`src/rtl/reset_sequencer.sv`:
```
// reset_sequencer: staged SoC reset (peripherals first, then CPU) from boot reset,
// a debounced push-button or a software request, with the last reset cause latched.
module reset_sequencer #(
    parameter int HOLD_CYCLES     = 20,
    parameter int STAGE_DELAY     = 16,
    parameter int DEBOUNCE_CYCLES = 100000
) (
    input  logic       clk,
    input  logic       reset,
    input  logic       button,
    input  logic       soft_reset_req,
    output logic       periph_reset,
    output logic       cpu_reset,
    output logic [1:0] reset_cause,
    output logic       reset_active
);
    localparam int MX = (HOLD_CYCLES > STAGE_DELAY) ? HOLD_CYCLES : STAGE_DELAY;
    localparam int CW = $clog2(MX + 1);
    localparam int DW = $clog2(DEBOUNCE_CYCLES + 1);
    typedef enum logic [1:0] {HOLD, REL_PERIPH, RUN, WAIT_RELEASE} state_t;
    state_t        state_q, state_d;
    logic [CW-1:0] cnt_q, cnt_d;
    logic [DW-1:0] db_q, db_d;
    logic [1:0]    sync_q;
    logic [1:0]    cause_q, cause_d;
    logic          stable_q, stable_d;
    logic          periph_q, cpu_q;
    logic          differ, db_done, press;
    always_comb begin
        differ   = sync_q[1] != stable_q;
        db_done  = differ && db_q == DW'(DEBOUNCE_CYCLES - 1);
        stable_d = db_done ? sync_q[1] : stable_q;
        db_d     = (differ && !db_done) ? db_q + 1'b1 : '0;
        press    = db_done && sync_q[1];
    end
    always_comb begin
        state_d = state_q;
        cnt_d   = cnt_q;
        cause_d = cause_q;
        case (state_q)
            HOLD: begin
                cnt_d = cnt_q + 1'b1;
                if (press) begin
                    state_d = WAIT_RELEASE;
                    cause_d = 2'b01;
                    cnt_d   = '0;
                end else if (cnt_q == CW'(HOLD_CYCLES - 1)) begin
                    state_d = REL_PERIPH;
                    cnt_d   = '0;
                end
            end
            REL_PERIPH: begin
                cnt_d = cnt_q + 1'b1;
                if (press) begin
                    state_d = WAIT_RELEASE;
                    cause_d = 2'b01;
                    cnt_d   = '0;
                end else if (cnt_q == CW'(STAGE_DELAY - 1)) begin
                    state_d = RUN;
                    cnt_d   = '0;
                end
            end
            RUN: begin
                if (press) begin
                    state_d = WAIT_RELEASE;
                    cause_d = 2'b01;
                end else if (soft_reset_req) begin
                    state_d = HOLD;
                    cause_d = 2'b10;
                    cnt_d   = '0;
                end
            end
            default: begin
                if (!stable_q) begin
                    state_d = HOLD;
                    cnt_d   = '0;
                end
            end
        endcase
    end
    always_ff @(posedge clk) begin
        if (reset) begin
            state_q  <= HOLD;
            cnt_q    <= '0;
            db_q     <= '0;
            sync_q   <= '0;
            stable_q <= 1'b0;
            cause_q  <= 2'b00;
            periph_q <= 1'b1;
            cpu_q    <= 1'b1;
        end else begin
            state_q  <= state_d;
            cnt_q    <= cnt_d;
            db_q     <= db_d;
            sync_q   <= {sync_q[0], button};
            stable_q <= stable_d;
            cause_q  <= cause_d;
            periph_q <= state_d != RUN && state_d != REL_PERIPH;
            cpu_q    <= state_d != RUN;
        end
    end
    assign periph_reset = periph_q;
    assign cpu_reset    = cpu_q;
    assign reset_cause  = cause_q;
    assign reset_active = cpu_q;
endmodule

```
`config.mk`:
```
export PLATFORM = sky130hd
export DESIGN_NAME = reset_sequencer
export DESIGN_NICKNAME = d
export VERILOG_FILES = /design/src/rtl/reset_sequencer.sv
export SDC_FILE = /design/constraint.sdc
export NUM_CORES = 1
export LEC_CHECK = 0
export BUFFER_PORTS_ARGS = -buffer_cell sky130_fd_sc_hd__buf_2
export CAP_MARGIN = 10
export CORE_MARGIN = 4
export CORE_UTILIZATION = 48
export CTS_CLUSTER_DIAMETER = 80
export DETAILED_ROUTE_END_ITERATION = 12
export PLACE_DENSITY = 0.63
export SLEW_MARGIN = 20
export SYNTH_ARGS = -nofsm -noshare
export SYNTH_HDL_FRONTEND = slang
export SYNTH_SLANG_ARGS = --single-unit
```
`constraint.sdc`:
```
create_clock -name clk -period 2.8 [get_ports clk]
set_input_delay 0 -clock clk [delete_from_list [all_inputs] [get_ports clk]]
set_output_delay 0 -clock clk [all_outputs]
set_load 0.05 [all_outputs]
```
### Word-level counts from Yosys, hierarchy flattened

Index checks and enable logic that the tools add are counted.

| cells by class | value |
|---|---|
| reductions and logical operators | 11 |
| bitwise logic cells | 1 |
| eq/ne operators | 13 |
| add/sub/neg operators | 2 |
| multiplexer cells | 20 |

Operators with widths:

| operator | number |
|---|---|
| 2-to-1 mux 5 bit | 7 |
| 2-to-1 mux 2 bit | 10 |
| adder 17 x 1 -> 17 bit (second input constant) | 1 |
| == test 17 bit (second input constant) | 1 |
| case mux 5 bit (3 select lines) | 1 |
| inequality test 2 bit (second input constant) | 3 |
| case mux 2 bit (3 select lines) | 1 |
| AND reduction 3 bit | 2 |
| adder 5 x 1 -> 5 bit (second input constant) | 1 |
| == test 5 x 4 -> 1 bit (second input constant) | 1 |
| == test 5 bit (second input constant) | 1 |
| logical AND 1 bit | 4 |
| inequality test 2 x 1 -> 1 bit (second input constant) | 2 |
| inequality test 4 x 1 -> 1 bit (second input constant) | 1 |
| case mux 2 bit (2 select lines) | 1 |
| OR reduction 2 bit | 2 |
| inequality test 3 bit (second input constant) | 1 |
| == test 2 x 1 -> 1 bit (second input constant) | 1 |
| == test 2 bit (second input constant) | 1 |
| zero test 2 bit | 1 |
| nonzero test 2 bit | 1 |
| zero test 1 bit | 1 |
| inequality test 1 bit | 1 |
| inverter 1 bit | 1 |

| word-level totals | value |
|---|---|
| word-level logic and storage cells | 55 |
| input port bits | 4 |
| output and inout port bits | 5 |
| flip-flop bits (word level) | 31 |

### Logic depth before layout (Yosys ltp)

| depth | value |
|---|---|
| depth after elaboration | 7 |
| gate-level depth with buffers | 9 |
| mapped depth without buffers | 9 |

### Worst setup path after synthesis

OpenSTA, ideal clock, no wires.

| timing | value |
|---|---|
| kind | reg2reg |
| start | reg db_q[0] |
| end | reg periph_q (netlist: periph_reset) |
| data required time | 2.677 ns |
| setup slack | 0.731 ns |
| buffers on the path | 0 |
| cell stages (with the launch flop) | 9 |
| library setup time | 0.123 ns |
| arrival time | 1.945 ns |
| period minus slack after synthesis | 2.069 ns |
| cell sequence | dfxtp_1 -> ha_1 -> and4_1 -> nand4_1 -> or2_2 -> o21ai_0 -> o21ai_0 -> ha_1 -> or2_2 |

| between the ends | value |
|---|---|
| word-level cells in the longest chain between the ends | 7 |
| elaborated cells between the ends (all ways) | 10 |
| classes of those cells | eq/ne (3); mux (4); reduce/logical (3) |

Ends and longest elaborated chain:

| item | RTL line | RTL |
|---|---|---|
| start: declaration | 23 | `logic [DW-1:0] db_q, db_d;` |
| start signal: assignment | 85 | `db_q <= '0;` |
| start signal: assignment | 94 | `db_q <= db_d;` |
| == test 17 bit * | 31 | `db_done = differ && db_q == DW'(DEBOUNCE_CYCLES - 1);` |
| logical AND 1 bit * | 31 |  |
| logical AND 1 bit * | 34 | `press = db_done && sync_q[1];` |
| 2-to-1 mux 2 bit, on equally long branches | 64, 43, 54 |  |
| case mux 2 bit (3 select lines) * | 40 | `case (state_q)` |
| inequality test 2 bit / inequality test 2 x 1 -> 1 bit (equally long branches) | 98 | `periph_q <= state_d != RUN && state_d != REL_PERIPH;` |
| logical AND 1 bit * | 98 |  |
| end signal: assignment | 89 | `periph_q <= 1'b1;` |
| end signal: assignment | 98 |  |
| end: declaration | 27 | `logic periph_q, cpu_q;` |

Mark *: on every way between the ends. The rest lies on a longest branch, timed or not.
A chain may end at the register's enable or synchronous reset.

### Worst setup path in the final report

| timing | value |
|---|---|
| start | reg cnt_q[0] |
| end | reg periph_q (netlist: periph_reset) |

| between the ends | value |
|---|---|
| word-level cells in the longest chain between the ends | 6 |
| elaborated cells between the ends (all ways) | 10 |
| classes of those cells | eq/ne (4); mux (5); reduce/logical (1) |

Ends and longest elaborated chain:

| item | RTL line | RTL |
|---|---|---|
| start: declaration | 22 | `logic [CW-1:0] cnt_q, cnt_d;` |
| start signal: assignment | 93 | `cnt_q <= cnt_d;` |
| == test 5 x 4 -> 1 bit / == test 5 bit (equally long branches) | 58, 47 |  |
| 2-to-1 mux 2 bit, on equally long branches | 58, 47 |  |
| 2-to-1 mux 2 bit, on equally long branches | 54, 43 |  |
| case mux 2 bit (3 select lines) * | 40 |  |
| inequality test 2 bit / inequality test 2 x 1 -> 1 bit (equally long branches) | 98 |  |
| logical AND 1 bit * | 98 |  |

Marked as above.

==> key figures <==
Run status
  • Status: finished clean

Power
  • Power Density: 504 nW/um2
  • Peak VDD IR: 0.272 mV
  • Pwr Total: 0.819 mW
  • Leakage: 0.588 nW

Floorplanning
  • Die W: 63.2 um
  • Initial Util: 51.7%
  • Die footprint: 3990 um2
  • Rows: 19
  • Vert. Die Dim: 63.2 um
  • IO Count: 9
  • Area of the core: 2830 um2

CTS
  • Clk Latency, worst-skew pair: 0.33 ns
  • Clock slew at reported path FFs: 0.10 ns
  • Clock buffer depth: 2
  • Post-CTS Setup Bufs: 0
  • CTS resizes: 0
  • Inserted Clock Buffers: 5
  • # clock sinks: 31
  • Root Buffer: clkbuf_4
  • Htree depth: 2
  • TritonCTS clock tree: yes

Global route
  • Vias in the first global route: 1060
  • Initial antenna violation count: 0
  • Total GRT Usage: 13.9%
  • Pin count of the biggest net entering global routing: 17
  • Grt ovf: 0
  • First-pass GRT wire length: 4.42 mm

Hold path
  • Launch point of the worst hold path: soft_reset_req
  • Hold endpoint: reset_cause[0]$_SDFFE_PP0P_
  • Hold depth: 4
  • Worst hold path class: input port to flip-flop

Synth
  • Post-synth top area share: 42.5%
  • Seq cells post-synth: 31
  • Register area share after synthesis: 42.5%
  • Async set-reset flop share out of synthesis: 0%
  • Top_reg_cell synth: dfxtp_1
  • Netlist Area Pre-Place: 1460 um2
  • Yosys cell types: 41
  • EDFF count, synth: 0
  • Synth Warn #: 0
  • Area leader, netlist: dfxtp_1
  • Ranking of synthesized cells by area: dfxtp_1, xor2_1, nor2_1
  • Post-Syn Area per Cell: 9.13 um2
  • Syn_nets: 169
  • Cells after Synth: 160

Place
  • Final GP Congestion: 0.809
  • Post-DP HPWL: 1.79 mm
  • Number of port buffers: 8
  • Placed Area: 1510 um2

Setup path
  • Critical path peak fanout: 4
  • R2R Path Start: cnt_q[0]$_SDFFE_PP0P_
  • Worst Path Class, Setup: flip-flop to flip-flop
  • WP data required: 3.03 ns
  • Crit path DAT: 2.58 ns
  • Reg2Reg Depth: 7
  • RR Endpoint: periph_reset$_SDFF_PP1_
  • Reg-to-reg slack, setup: 0.45 ns
  • Endpoint class of the critical path: flip-flop
  • CP startpoint kind: flip-flop

Route
  • DR pass1 iterations: 4
  • Average wire per standard cell: 12.0 um
  • DRC errors left: 0
  • DRT Wirelength: 2.46 mm
  • Remaining antenna violation count: 0
  • Vias: 1136
  • Initial DRC count: 31
  • Vias per cell: 5.54

Timing
  • Clk_skew: 0.00996 ns
  • Setup_tns: 0 ns
  • Fmax: 426 MHz
  • Final setup violating endpoints: 0
  • Slew @ Worst Pin: 0.544 ns
  • Tmin final: 2.35 ns
  • Max-slew violation count: 0
  • Final hold violation count: 0
  • Fin crit share: 83.8%
  • Max transition margin: 63.2%
  • RSZ-0062 raised after global routing: false

Cells and area
  • Syn-to-layout area delta: 11.1%
  • Final nets: 182
  • Ant. Diodes: 0
  • Final Instance Area: 1620 um2
  • Fraction of layout instances using a drive strength above 1: 16.7%
  • Filler cell count: 255

Flow run
  • Max_cap viols: 0
-- worst max-delay path: stages, from the launching register on --
cell and delay [ns]:
dfxtp_1 0.37, ha_1 0.21, nor4bb_1 0.53, a21oi_1 0.13, o21ai_0 0.27, o21ai_0 0.17, ha_1 0.30, or2_2 0.27
-- synth_stat cells (2+ instances only) --
cell      count
xor2_1        8
nand3_1       6
mux2i_1       2
dfxtp_1      31
nor2b_1       3
buf_4         2
and4bb_2      2
and3_1        2
inv_1         7
a21oi_1       7
nand2_1      14
or3_1         4
a32o_1        2
o21ai_0       7
nor3_1        4
ha_1          5
xnor2_1       5
nor2_1       18
nor4_1        2
nand4_1       5
clkbuf_1      2
or2_2         3
-- cell type report --
type / count / area (um2) / share of cell area, %
Multi-Input combinational cell: 117 / 787 / 48.5
Tap cell: 31 / 38.8 / 2.39
Inverter: 7 / 26.3 / 1.62
Timing Repair Buffer: 11 / 70.1 / 4.31
Sequential cell: 31 / 621 / 38.2
Clock buffer: 5 / 37.5 / 2.31
Clock inverter: 3 / 43.8 / 2.70
-- report_power, final --
part           leakage, nW  switching, mW  internal [mW]
clock network       0.0452          0.157          0.188
registers            0.251        0.00417          0.446
logic                0.292         0.0114         0.0120
total                0.588          0.173          0.646
-- layout by cell type, fill, tap and decap left out, types with 2 or more instances in the layout --
cell and n:
nand4_1 5, nand3_1 6, dfxtp_1 31, a32o_1 2, nor4_1 2, xnor2_1 5
nor3_1 4, nor2b_1 3, dlygate4sd3_1 3, o21ai_0 7, inv_1 7, a21oi_1 7
nor2_1 18, ha_1 5, nand2_1 14, and4bb_2 2, buf_2 8, and3_1 2
or2_2 3, or3_1 4, xor2_1 8, mux2i_1 2, clkbuf_4 5
-- through the flow --
stage / utilization, % / hold WS (ns) / worst slack (ns) / instances
final: 57.4 / 0.0917 / 0.453 / 205
after global routing: 57.4 / 0.122 / 0.258 / 205
after CTS: 57.4 / 0.0590 / 0.479 / 205
after detailed placement: 53.5 / 0.227 / 0.560 / 194
after global placement: 53.5 / 0.219 / 0.629 / 194
after floorplan: - / 0.128 / 0.731 / 160
-- repair_timing --
action | 4_1_cts | 5_1_grt
setup endpoints to repair | 0 | 0
hold endpoints to repair | 6 | 0
hold buffers | 3 | 0
-- worst max-delay path by stage --
| stage | start | endpoint | slack [ns] | cells past startpoint |
|---|---|---|---|---|
| after floorplan | db_q[0]$_SDFF_PP0_ | periph_reset$_SDFF_PP1_ | 0.73 | 8 |
| after global placement | db_q[0]$_SDFF_PP0_ | periph_reset$_SDFF_PP1_ | 0.63 | 8 |
| after detailed placement | db_q[0]$_SDFF_PP0_ | periph_reset$_SDFF_PP1_ | 0.56 | 8 |
| after CTS | db_q[0]$_SDFF_PP0_ | periph_reset$_SDFF_PP1_ | 0.48 | 8 |
| after global routing | cnt_q[0]$_SDFFE_PP0P_ | periph_reset$_SDFF_PP1_ | 0.26 | 7 |
| final | cnt_q[0]$_SDFFE_PP0P_ | periph_reset$_SDFF_PP1_ | 0.45 | 7 |
-- sequential cells by signal, summed over array words and instances, names as in the netlist --
name          count
stable_q          1
state_q           2
reset_cause       2
periph_reset      1
cnt_q             5
sync_q            2
cpu_reset         1
db_q             17
-- layer usage --
layer  wire length (um)  track usage [%]  up-vias
met4                 20             8.09        0
li1                   -                -      587
met3                 72             4.26        2
met1               1280             17.9      532
met5                  0                0        -
met2               1090             20.4       15
-- kinds of logic (layout without fill, tap and decap cells) --
kind of cell	after synthesis	after routing	synth area share [%]
adder cells (fa/ha/maj)	5	5	4.28
XOR/XNOR	13	13	7.79
buffers and inverters	12	26	3.68
flip-flops	31	31	42.5
AND/OR/NAND/NOR	73	73	28.3
multiplexers	3	3	2.14
AO/OA/AOI/OAI	23	23	11.3
Note: power is estimated with default switching activity, not from simulation.
